==> config.mk <==
export PLATFORM = sky130hd
export DESIGN_NAME = sprite_ram_arbiter
export DESIGN_NICKNAME = d
export VERILOG_FILES = /design/src/rtl/sprite_pkg.sv /design/src/rtl/sprite_wr_fifo.sv /design/src/rtl/sprite_ram_arbiter.sv
export SDC_FILE = /design/constraint.sdc
export NUM_CORES = 1
export LEC_CHECK = 0
export CAP_MARGIN = 30
export CORE_ASPECT_RATIO = 0.7
export CORE_UTILIZATION = 40
export DETAILED_ROUTE_END_ITERATION = 6
export SETUP_SLACK_MARGIN = 0.05
export SLEW_MARGIN = 20
export SYNTH_ARGS = -nofsm -noshare
export SYNTH_HDL_FRONTEND = slang
export SYNTH_SLANG_ARGS = --single-unit
==> constraint.sdc <==
create_clock -name clk -period 3.4 [get_ports clk]
set_input_delay 0.85 -clock clk [delete_from_list [all_inputs] [get_ports clk]]
set_output_delay 0.85 -clock clk [all_outputs]
set_load 0.05 [all_outputs]
==> src/rtl/sprite_pkg.sv <==
// Shared sprite RAM definitions: geometry, issue-op codes and the
// CPU read FSM state codes used by the arbiter and its write FIFO.
package sprite_pkg;

    localparam int SPR_RAM_ADDR_W     = 7;
    localparam int SPR_RAM_ITEM_WIDTH = 4;
    localparam int SPR_INDEX_MAX      = 15;

    typedef enum logic [1:0] {
        OP_NONE   = 2'd0,
        OP_ENG    = 2'd1,
        OP_CPU_RD = 2'd2,
        OP_WR     = 2'd3
    } issue_op_e;

    localparam logic [1:0] CR_IDLE  = 2'd0;
    localparam logic [1:0] CR_DRAIN = 2'd1;
    localparam logic [1:0] CR_ISSUE = 2'd2;
    localparam logic [1:0] CR_DATA  = 2'd3;

endpackage

==> src/rtl/sprite_wr_fifo.sv <==
// Posted-write FIFO, first-word-fall-through.
// Ports: push/din in, pop in, dout/full/empty/count out; sync reset.
module sprite_wr_fifo
    import sprite_pkg::*;
#(
    parameter int WIDTH = 15,
    parameter int DEPTH = 4
) (
    input  logic                     clk,
    input  logic                     reset,
    input  logic                     push,
    input  logic                     pop,
    input  logic [WIDTH-1:0]         din,
    output logic [WIDTH-1:0]         dout,
    output logic                     full,
    output logic                     empty,
    output logic [$clog2(DEPTH):0]   count
);

    localparam int PW = $clog2(DEPTH);
    localparam logic [PW:0] DEPTH_C = DEPTH[PW:0];

    logic [WIDTH-1:0] mem_q [DEPTH];
    logic [PW-1:0]    wr_ptr_q, wr_ptr_d;
    logic [PW-1:0]    rd_ptr_q, rd_ptr_d;
    logic [PW:0]      count_q, count_d;
    logic             do_push, do_pop;

    // Full/empty are judged on the start-of-cycle state, so a push
    // into a full FIFO is refused even if a pop happens alongside.
    assign full    = (count_q == DEPTH_C);
    assign empty   = (count_q == '0);
    assign count   = count_q;
    assign dout    = mem_q[rd_ptr_q];
    assign do_push = push & ~full;
    assign do_pop  = pop & ~empty;

    always_comb begin
        wr_ptr_d = wr_ptr_q;
        rd_ptr_d = rd_ptr_q;
        count_d  = count_q;
        if (do_push) wr_ptr_d = wr_ptr_q + 1'b1;
        if (do_pop)  rd_ptr_d = rd_ptr_q + 1'b1;
        unique case ({do_push, do_pop})
            2'b10:   count_d = count_q + 1'b1;
            2'b01:   count_d = count_q - 1'b1;
            default: count_d = count_q;
        endcase
    end

    always_ff @(posedge clk) begin
        if (reset) begin
            wr_ptr_q <= '0;
            rd_ptr_q <= '0;
            count_q  <= '0;
        end else begin
            wr_ptr_q <= wr_ptr_d;
            rd_ptr_q <= rd_ptr_d;
            count_q  <= count_d;
        end
    end

    always_ff @(posedge clk) begin
        if (do_push) mem_q[wr_ptr_q] <= din;
    end

endmodule

==> src/rtl/sprite_ram_arbiter.sv <==
// Shares the single-port sprite RAM between the sprite engine (reads)
// and the CPU (posted writes, reads ordered behind them).
// Ports: eng_* engine read, cpu_* CPU bus, ram_* registered RAM stage.
module sprite_ram_arbiter
    import sprite_pkg::*;
#(
    parameter int ADDR_W       = SPR_RAM_ADDR_W,
    parameter int DATA_W       = 8,
    parameter int WFIFO_DEPTH  = 4,
    parameter int STARVE_LIMIT = 8
) (
    input  logic              clk,
    input  logic              reset,
    input  logic              eng_req,
    input  logic [ADDR_W-1:0] eng_addr,
    output logic              eng_valid,
    output logic [DATA_W-1:0] eng_data,
    input  logic              cpu_cs,
    input  logic              cpu_wr,
    input  logic [ADDR_W-1:0] cpu_addr,
    input  logic [DATA_W-1:0] cpu_din,
    output logic [DATA_W-1:0] cpu_dout,
    output logic              cpu_rd_valid,
    output logic              cpu_wait,
    output logic [ADDR_W-1:0] ram_addr,
    output logic              ram_we,
    output logic [DATA_W-1:0] ram_din,
    input  logic [DATA_W-1:0] ram_q
);

    localparam int FW = ADDR_W + DATA_W;
    localparam int CW = $clog2(WFIFO_DEPTH) + 1;
    localparam int SW = $clog2(STARVE_LIMIT + 1);
    localparam logic [SW-1:0] STARVE_MAX = SW'(STARVE_LIMIT);

    logic [FW-1:0]     fifo_dout;
    logic              fifo_full, fifo_empty, fifo_push, fifo_pop;
    logic [CW-1:0]     fifo_count;
    logic [ADDR_W-1:0] wf_addr;
    logic [DATA_W-1:0] wf_data;
    logic              forced;
    issue_op_e         op, op_q;

    logic [ADDR_W-1:0] ram_addr_q, ram_addr_d;
    logic              ram_we_q, ram_we_d;
    logic [DATA_W-1:0] ram_din_q, ram_din_d;
    logic [SW-1:0]     starve_q, starve_d;
    logic [1:0]        cr_q, cr_d;
    logic [DATA_W-1:0] cpu_dout_q, cpu_dout_d;
    logic              rd_valid_q, rd_valid_d;
    logic              eng_valid_q, eng_valid_d;
    logic              rd_ret_q, rd_ret_d;

    assign fifo_push = cpu_cs & cpu_wr & ~fifo_full;
    assign fifo_pop  = (op == OP_WR);
    assign wf_addr   = fifo_dout[FW-1:DATA_W];
    assign wf_data   = fifo_dout[DATA_W-1:0];

    sprite_wr_fifo #(
        .WIDTH (FW),
        .DEPTH (WFIFO_DEPTH)
    ) u_wr_fifo (
        .clk   (clk),
        .reset (reset),
        .push  (fifo_push),
        .pop   (fifo_pop),
        .din   ({cpu_addr, cpu_din}),
        .dout  (fifo_dout),
        .full  (fifo_full),
        .empty (fifo_empty),
        .count (fifo_count)
    );

    // A starved FIFO pre-empts even the engine; that engine slot is lost.
    assign forced = (starve_q == STARVE_MAX) & ~fifo_empty;

    always_comb begin
        op = OP_NONE;
        if (forced)                op = OP_WR;
        else if (eng_req)          op = OP_ENG;
        else if (cr_q == CR_ISSUE) op = OP_CPU_RD;
        else if (!fifo_empty)      op = OP_WR;
    end

    always_comb begin
        ram_addr_d = ram_addr_q;
        ram_we_d   = 1'b0;
        ram_din_d  = ram_din_q;
        unique case (op)
            OP_ENG:    ram_addr_d = eng_addr;
            OP_CPU_RD: ram_addr_d = cpu_addr;
            OP_WR: begin
                ram_addr_d = wf_addr;
                ram_din_d  = wf_data;
                ram_we_d   = 1'b1;
            end
            default: ;
        endcase
    end

    always_comb begin
        starve_d = starve_q;
        if (op == OP_WR)
            starve_d = '0;
        else if (fifo_full && starve_q != STARVE_MAX)
            starve_d = starve_q + 1'b1;
    end

    // rd_ret marks the cycle ram_q carries the CPU read data.
    assign eng_valid_d = (op_q == OP_ENG);
    assign rd_ret_d    = (op_q == OP_CPU_RD);

    always_comb begin
        cr_d       = cr_q;
        cpu_dout_d = cpu_dout_q;
        rd_valid_d = 1'b0;
        unique case (cr_q)
            CR_IDLE:
                // Completing read still has cs high; don't restart it.
                if (cpu_cs && !cpu_wr && !rd_valid_q) cr_d = CR_DRAIN;
            CR_DRAIN:
                if (fifo_count == '0 && op_q != OP_WR) cr_d = CR_ISSUE;
            CR_ISSUE:
                if (op == OP_CPU_RD) cr_d = CR_DATA;
            CR_DATA:
                if (rd_ret_q) begin
                    cpu_dout_d = ram_q;
                    rd_valid_d = 1'b1;
                    cr_d       = CR_IDLE;
                end
            default: cr_d = CR_IDLE;
        endcase
    end

    always_ff @(posedge clk) begin
        if (reset) begin
            ram_addr_q  <= '0;
            ram_we_q    <= 1'b0;
            ram_din_q   <= '0;
            starve_q    <= '0;
            cr_q        <= CR_IDLE;
            cpu_dout_q  <= '0;
            rd_valid_q  <= 1'b0;
            eng_valid_q <= 1'b0;
            rd_ret_q    <= 1'b0;
            op_q        <= OP_NONE;
        end else begin
            ram_addr_q  <= ram_addr_d;
            ram_we_q    <= ram_we_d;
            ram_din_q   <= ram_din_d;
            starve_q    <= starve_d;
            cr_q        <= cr_d;
            cpu_dout_q  <= cpu_dout_d;
            rd_valid_q  <= rd_valid_d;
            eng_valid_q <= eng_valid_d;
            rd_ret_q    <= rd_ret_d;
            op_q        <= op;
        end
    end

    assign ram_addr     = ram_addr_q;
    assign ram_we       = ram_we_q;
    assign ram_din      = ram_din_q;
    assign eng_valid    = eng_valid_q;
    assign eng_data     = ram_q;
    assign cpu_dout     = cpu_dout_q;
    assign cpu_rd_valid = rd_valid_q;
    assign cpu_wait     = (cpu_cs & cpu_wr & fifo_full)
                        | (cpu_cs & ~cpu_wr & ~rd_valid_q);

endmodule
======== Word level (Yosys, flattened, before mapping) ========
Memories as Yosys holds them, arrays and structs flattened. A register that Yosys moved wholly into a read port is not among the register bits.
Cells that the tools add are included.
cells by class
  reduce and logical (&&, ||, !) cells .... 14
  add/sub/neg operators ................... 5
  bitwise gates (word level) .............. 14
  equality and inequality tests ........... 18
  multiplexer cells ....................... 17
operators by type and width
  cell                                                                 number
  7-bit one-hot mux with 3 select lines                                1
  2-bit two-way mux                                                    10
  2-bit == test (second input constant)                                6
  1-bit bitwise AND                                                    8
  2-bit by 1-bit == test with 1-bit output (second input constant)     4
  2-bit inequality test (second input constant)                        4
  2-bit one-hot mux with 4 select lines                                1
  3-bit one-hot mux with 2 select lines                                1
  1-bit NOT                                                            5
  2-bit by 1-bit adder with 2-bit output (second input constant)       2
  4-bit by 1-bit adder with 4-bit output (second input constant)       1
  4-bit == test (second input constant)                                1
  1-bit logical AND                                                    4
  1-bit two-way mux                                                    4
  4-bit inequality test (second input constant)                        1
  4-bit AND reduction                                                  1
  2-bit OR reduction                                                   2
  3-bit by 1-bit adder with 3-bit output (second input constant)       1
  3-bit == test (second input constant)                                1
  3-bit logical NOT                                                    1
  3-bit nonzero test                                                   1
  3-bit by 1-bit subtractor with 3-bit output (second input constant)  1
  1-bit logical NOT                                                    2
  2-bit logical NOT                                                    1
  4 further kinds                                                      4
storage, ports and cells
  bits in writable memories ............... 60
  logic and storage cells ................. 82
  output and inout bits ................... 35
  memories ................................ 1
  bits in registers ....................... 42
memories
  name             depth  bits a word  rd ports  clocked after memory_dff  wr ports  RTL line              RTL
  u_wr_fifo.mem_q  4      15           1         1                         1         sprite_wr_fifo.sv:23  logic [WIDTH-1:0] mem_q [DEPTH];

======== Longest topological paths before layout ========
Gate-level depths: netlist of run 1.
  word-level depth ........................ 9
  depth in mapped cells ................... 12
  gate-level depth less buffers ........... 11

======== By module ========
A second synthesis of run 1 with hierarchy kept.
unflattened totals
  cells, all modules ...................... 309
  area, all modules ....................... 4344.2 um^2
by module, submodules not included
  module              cells an instance  instances  area each (um^2)
  sprite_wr_fifo      132                1          2677.6
  sprite_ram_arbiter  177                1          1666.6

======== Worst setup path before layout of run 1 ========
OpenSTA, ideal clock, no wires.
  path type ............................... input to register
  from .................................... input port eng_req
  to ...................................... register u_wr_fifo.count_q[2], in the netlist u_wr_fifo.count[2]
  path buffers ............................ 2
  slack ................................... 427 ps
  arrival time ............................ 2903 ps
  library setup time ...................... 70 ps
  stages on the path ...................... 11
  cells stage by stage .................... clkbuf_1 -> nor2_1 -> o21ai_2 -> inv_1 -> clkbuf_1 -> ha_1 -> inv_1 -> fa_1 -> xor2_1 -> or3_1 -> a21oi_1
between the ends
  word-level cells in the longest chain between the ends .. 6
  elaborated cells on any way between the ends .. 8
RTL lines
  item                                                                                RTL line                  RTL
  from (decl)                                                                         sprite_ram_arbiter.sv:14  input logic eng_req,
  2-bit two-way mux (*)                                                               sprite_ram_arbiter.sv:80  else if (eng_req) op = OP_ENG;
  2-bit two-way mux (*)                                                               sprite_ram_arbiter.sv:79  if (forced) op = OP_WR;
  2-bit == test (*)                                                                   sprite_ram_arbiter.sv:55  assign fifo_pop = (op == OP_WR);
  1-bit bitwise AND (*)                                                               sprite_wr_fifo.sv:36      assign do_pop = pop & ~empty;
  2-bit by 1-bit == test with 1-bit output / 2-bit == test (equally long branches)    sprite_wr_fifo.sv:44      unique case ({do_push, do_pop})
  3-bit one-hot mux with 2 select lines / 2-bit nonzero test (equally long branches)  n/a
  to (signal assigned)                                                                sprite_wr_fifo.sv:59      count_q <= count_d;
  to (decl)                                                                           sprite_wr_fifo.sv:26      logic [PW:0] count_q, count_d;
Mark *: on every way between the ends. The rest lies on a longest branch, timed or not.
A chain may end at the register's enable or synchronous reset.

======== Worst setup path after layout of run 1 ========
  from .................................... input port ram_q[2]
  to ...................................... output port eng_data[2]
RTL lines
  item         RTL line                  RTL
  from (decl)  sprite_ram_arbiter.sv:28  input logic [DATA_W-1:0] ram_q
  to (decl)    sprite_ram_arbiter.sv:17  output logic [DATA_W-1:0] eng_data,
No word-level cell between the ends.

==> impl_metrics.py, run 1 <==
metrics = {
    "run_status": {
        "status": "finished, violations left",
        "violations": "design-rule violations",
    },
    "timing": {
        "slew_viol_final": 0,
        "rsz0062_at_grt": "no",
        "max_freq_mhz": 333,
        "hold_violations": 0,
        "min_period_ns": 3.00,
        "finalSetupViolCount": 0,
        "layout_setup_ws_ns": 0.399,
        "tightest_slew_ns": 0.508,
        "fin_skew_ns": 0.00625,
        "slew_headroom_pct": 66.0,
        "finalSetupTns_ns": 0,
        "finalCritPeriodShare_pct": 88.3,
    },
    "drt": {
        "antenna_left": 0,
        "dr.pass1.iters": 6,
        "wl_um": 8900,
        "route.detailed.drc": 16,
        "wl_per_cell_um": 16.8,
        "drt-initial-drc-count": 191,
        "vias": 2721,
        "vias_per_cell": 5.13,
    },
    "yosys": {
        "synth.area.top_cells": "edfxtp_1 (43%), dfxtp_1 (21%), mux4_2 (8.0%)",
        "syn_avg_cell_area_um2": 13.1,
        "synth_top_area_share_pct": 42.6,
        "synth_nets": 371,
        "synth.distinct_cells": 37,
        "yosys.area.top_type": "edfxtp_1",
        "synth_seq_cells": 104,
        "synth-async-reset-ratio_pct": 0,
        "synth_cells": 324,
        "yosys_warnings": 0,
        "synth_most_common_cell": "edfxtp_1",
        "synth.cell_area_mm2": 0.00423,
        "dominantRegCellSynth": "edfxtp_1",
        "seq_area_frac_synth_pct": 63.4,
        "synth_common_cells": "edfxtp_1 (60), dfxtp_1 (44), nand2_1 (36)",
        "synth-edff-count": 60,
    },
    "worst_setup_path": {
        "critPathRequiredTime_ns": 2.55,
        "start_kind": "input pin",
        "critical_path_buf_inv_count": 2,
        "arrival_ns": 2.15,
        "crit_path_frequent_cell": "clkdlybuf4s50_1",
        "cpPeakStageDelay_ns": 0.81,
        "cp_cell_sequence": "clkdlybuf4s50_1 > clkdlybuf4s50_1",
        "critPathTopFamily": "buffers and inverters",
        "cp-end-kind": "output pin",
        "critPathKind": "input pin to output pin",
        "path_max_fanout": 2,
        "critPathSlowestCell": "clkdlybuf4s50_1",
    },
    "cts": {
        "cts_setup_buffers": 0,
        "postCtsHoldBufs": 0,
        "tritoncts.num_buffers": 9,
        "clkSlewWorstSetupHoldPaths_ns": 0.07,
        "cts_resized": 0,
        "cts_root_buffer": "clkbuf_16",
        "cts.sinks": 104,
        "clock_latency_ns": 0.34,
        "cts_tree": "yes",
        "h-tree-depth": 3,
        "cts_buffer_depth": 2,
    },
    "floorplanning": {
        "die_w_um": 125,
        "rows": 31,
        "ios": 70,
        "die_height_um": 88.0,
        "design.die.area_mm2": 0.0110,
        "core_mm2": 0.0103,
        "initial_core_util_pct": 41.0,
    },
    "place": {
        "gp_congestion": 0.706,
        "portBuffers": 69,
        "dp.final_hpwl_um": 5840,
        "dp.cells": 514,
        "post-place-ws_ns": 0.396,
    },
    "global_routing": {
        "grt_pass1_wl_um": 14100,
        "grt_pass1_vias": 2642,
        "antenna_found_initial": 0,
        "grt_usage_pct": 17.4,
        "grt_max_degree": 45,
        "grt-ovfl-total": 0,
    },
    "finish": {
        "stdcell_count": 530,
        "nFillCells": 873,
        "antennaDiodeCount": 0,
        "multi_input_comb_area_mm2": 0.00136,
        "layout-drive-gt1-share_pct": 11.3,
        "nets": 440,
        "seqCellArea_mm2": 0.00268,
        "area.growth.synth_to_final_pct": 26.9,
    },
    "min_path": {
        "hold_class": "flip-flop to flip-flop",
    },
    "power": {
        "peakVddDrop_v": 0.000324,
        "p_leak_nw": 1.83,
        "power.density_mw_per_mm2": 720,
    },
    "flow_run": {
        "drv_cap": 0,
    },
}
-- cell usage in the layout, fill, tap and decap left out, drive strengths merged, types with 5 or more instances in the layout --
master / count
clkdlybuf4s50: 68
nor3: 6
mux4: 15
dfxtp: 44
nor2: 21
nand3: 9
inv: 12
nand2: 36
a211oi: 8
xor2: 5
o211ai: 7
a21oi: 23
a211o: 7
o21ai: 6
buf: 14
clkbuf: 11
edfxtp: 60
ha: 11
-- power breakdown --
group	leakage, nW	switching [mW]	internal, mW
Combinational	0.779	0.704	0.509
Sequential	0.904	0.110	1.47
Clock	0.150	0.431	0.645
-- layer usage --
metal / share of wire [%] / vias up / track usage (%)
met5: 0 / - / 0
met4: 1.4 / 0 / 6.65
met3: 5.0 / 13 / 4.89
met2: 47 / 76 / 27.9
met1: 46 / 1324 / 22.7
li1: - / 1308 / -
-- worst paths after layout --
check                               from                  to  slack [ns]  cells after the start
worst max-delay path            ram_q[2]         eng_data[2]        0.40                      2
worst min-delay path             op_q[1]           eng_valid        0.44                      1
worst max register to register   cr_q[0]  u_wr_fifo.count[2]        0.91                     12
worst min register to register   op_q[1]           eng_valid        0.44                      1
-- area by class of cell --
type                       count  share of cell area (%)
clock inverter                 5                    1.51
timing repair buffer          82                    14.9
multi-input combinational    183                    25.3
inverter                      13                   0.909
sequential                   104                    50.0
tap                          132                    3.08
clock buffer                  11                    4.33
-- logic make-up (layout without fill, tap and decap cells) --
kind of cell | after synthesis | in the layout | share of synthesized area (%)
xor+xnor | 8 | 8 | 1.66
flops | 104 | 104 | 63.4
simple gates | 93 | 93 | 10.2
buf+inv | 37 | 111 | 4.41
compound gates | 53 | 53 | 8.10
mux | 17 | 17 | 8.46
fa+ha+maj | 12 | 12 | 3.73
-- sequential cells by signal, indices dropped and copies added (netlist names), named ones only --
name,cells
u_wr_fifo.mem_q,60
cpu_dout,8
ram_din,8
ram_addr,7
starve_q,4
u_wr_fifo.count,3
cr_q,2
op_q,2
u_wr_fifo.rd_ptr_q,2
u_wr_fifo.wr_ptr_q,2
cpu_rd_valid,1
eng_valid,1
ram_we,1
rd_ret_q,1
-- per-stage QoR --
stage               util (%)  hold WS (ns)  area, µm²  total power, mW
global placement        49.0         0.419       5060             2.81
global route            52.0         0.456       5370             4.07
detailed placement      49.0         0.431       5060             2.83
floorplan                  -         0.404       4230             2.45
finish                  52.0         0.443       5370             3.87
CTS                     52.0         0.440       5370             3.91
Note: power is estimated with default switching activity, not from simulation.
==> run 2: changes to the inputs <==
==> constraint.sdc (replaced) <==
create_clock -name clk -period 2.9 [get_ports clk]
set_input_delay 0.725 -clock clk [delete_from_list [all_inputs] [get_ports clk]]
set_output_delay 0.725 -clock clk [all_outputs]
set_load 0.05 [all_outputs]
==> impl_metrics.py, run 2 (synthesis gave the netlist of run 1 again) <==
metrics = {
    "floorplanning": {
        "ios": 70,
        "die_w_um": 125,
        "die_height_um": 88.0,
        "core_mm2": 0.0103,
        "rows": 31,
        "initial_core_util_pct": 41.0,
        "design.die.area_mm2": 0.0110,
    },
    "power": {
        "clkPwrFrac_pct": 26.6,
        "seqPwrFrac_pct": 41.3,
        "power.density_mw_per_mm2": 837,
        "p_comb_share_pct": 32.1,
        "switching_power_mw": 1.49,
        "p_int_mw": 3.00,
        "p_leak_nw": 1.85,
        "power_mw": 4.49,
        "peakVddDrop_v": 0.000335,
        "swShare_pct": 33.2,
    },
    "global_routing": {
        "grt_util_met3_pct": 4.40,
        "grtUsageMet2_pct": 29.5,
        "grt_pass1_vias": 2620,
        "grt_pass1_wl_um": 14200,
        "use_met1_pct": 22.6,
        "grt_usage_pct": 17.5,
        "grt-ovfl-total": 0,
        "grt_busiest_layer": "met2",
        "grt_max_degree": 23,
        "antenna_found_initial": 0,
    },
    "timing": {
        "finalSetupTns_ns": 0,
        "max_freq_mhz": 395,
        "finalSetupViolCount": 0,
        "min_period_ns": 2.53,
        "finalCritPeriodShare_pct": 87.4,
        "fin_skew_ns": 0.00654,
        "layout_setup_ws_ns": 0.366,
        "slew_viol_final": 0,
        "tightest_slew_ns": 0.512,
        "rsz0062_at_grt": "no",
        "slew_headroom_pct": 65.8,
        "hold_violations": 0,
    },
    "finish": {
        "nets": 445,
        "final_cell_mix": "clkdlybuf4s50_1 (60), edfxtp_1 (60), dfxtp_1 (44)",
        "largest_reg_flops": 60,
        "antennaDiodeCount": 0,
        "area.growth.synth_to_final_pct": 26.9,
        "largest-register": "u_wr_fifo.mem_q",
        "stdcell_count": 535,
        "layout-drive-gt1-share_pct": 14.4,
        "nFillCells": 892,
    },
    "drt": {
        "wl_um": 8970,
        "route.detailed.drc": 16,
        "vias": 2723,
        "wl_per_cell_um": 16.8,
        "dr.pass1.iters": 6,
        "antenna_left": 0,
        "drt-initial-drc-count": 254,
        "vias_per_cell": 5.09,
    },
    "worst_setup_path": {
        "path_max_fanout": 2,
        "arrival_ns": 2.81,
        "start_kind": "input pin",
        "critPathKind": "input pin to flip-flop",
        "critPathRequiredTime_ns": 3.17,
        "cp-end-kind": "flip-flop",
    },
    "place": {
        "dp.cells": 519,
        "portBuffers": 69,
        "post-place-ws_ns": 0.0658,
        "dp.final_hpwl_um": 6030,
        "gp_congestion": 0.769,
    },
    "cts": {
        "clkSlewWorstSetupHoldPaths_ns": 0.06,
        "cts.sinks": 104,
        "cts_resized": 0,
        "tritoncts.num_buffers": 9,
        "cts_buffer_depth": 2,
        "cts_tree": "yes",
        "cts_root_buffer": "clkbuf_16",
        "h-tree-depth": 3,
        "postCtsHoldBufs": 0,
        "clock_latency_ns": 0.34,
        "cts_setup_buffers": 0,
    },
    "flow_run": {
        "drv_cap": 0,
    },
    "run_status": {
        "violations": "design-rule violations",
        "status": "finished, violations left",
    },
    "min_path": {
        "hold_class": "flip-flop to flip-flop",
    },
}
## run 2: changes by cell type in the layout (fill, tap and decap cells not counted), sizes merged
cell           previous run  this run
clkdlybuf4s50            68        60
clkinvlp                  1         2
buf                      14        27
bufinv                    2         1
clkbuf                   11         9
inv                      12        13
clkinv                    3         4
## run 2: area by class of cell
class | instances | area, µm² | share of cell area, %
Inverter | 13 | 48.8 | 0.909
Timing Repair Buffer | 87 | 816 | 15.2
Multi-Input combinational cell | 183 | 1360 | 25.4
Tap cell | 132 | 165 | 3.08
Sequential cell | 104 | 2680 | 50.0
Clock inverter | 7 | 70.1 | 1.31
Clock buffer | 9 | 225 | 4.19
## run 2: per-stage QoR
| stage | utilization (%) | hold slack [ns] | cell area (µm²) |
|---|---|---|---|
| finish | 52.0 | 0.451 | 5370 |
| global route | 52.0 | 0.468 | 5370 |
| CTS | 52.0 | 0.453 | 5370 |
| detailed placement | 49.2 | 0.446 | 5070 |
| global placement | 49.2 | 0.419 | 5070 |
| floorplan | - | 0.404 | 4230 |
## run 2: path summary, 6_finish.rpt
| check | from | slack (ns) | endpoint | cells past startpoint |
|---|---|---|---|---|
| worst max-delay path | eng_req | 0.37 | u_wr_fifo.count[2] | 10 |
| worst min-delay path | op_q[0] | 0.45 | rd_ret_q | 1 |
| worst max register to register | cr_q[0] | 0.55 | u_wr_fifo.count[2] | 11 |
| worst min register to register | op_q[0] | 0.45 | rd_ret_q | 1 |
## run 2: layer usage
metal / vias to the layer above / wire length [µm]
met2: 76 / 4240
met1: 1319 / 4200
met5: - / 0
li1: 1322 / -
met4: 0 / 62
met3: 6 / 462
## run 2: power groups by stage
stage	sequential (mW)	clock [mW]	combinational [mW]
final	1.86	1.20	1.44
after global placement	1.89	0	1.43
after floorplan	2.08	0	0.787
after CTS	1.86	1.22	1.45
after detailed placement	1.89	0	1.44
after global routing	1.88	1.28	1.56
## run 2: critical path, cell delays in order
cell and delay (ns):
clkdlybuf4s50_1 0.46, nor2_1 0.23, o21ai_2 0.08, inv_1 0.08, ha_1 0.19, inv_1 0.06
fa_1 0.38, xor2_1 0.16, or3_1 0.30, a21oi_1 0.13
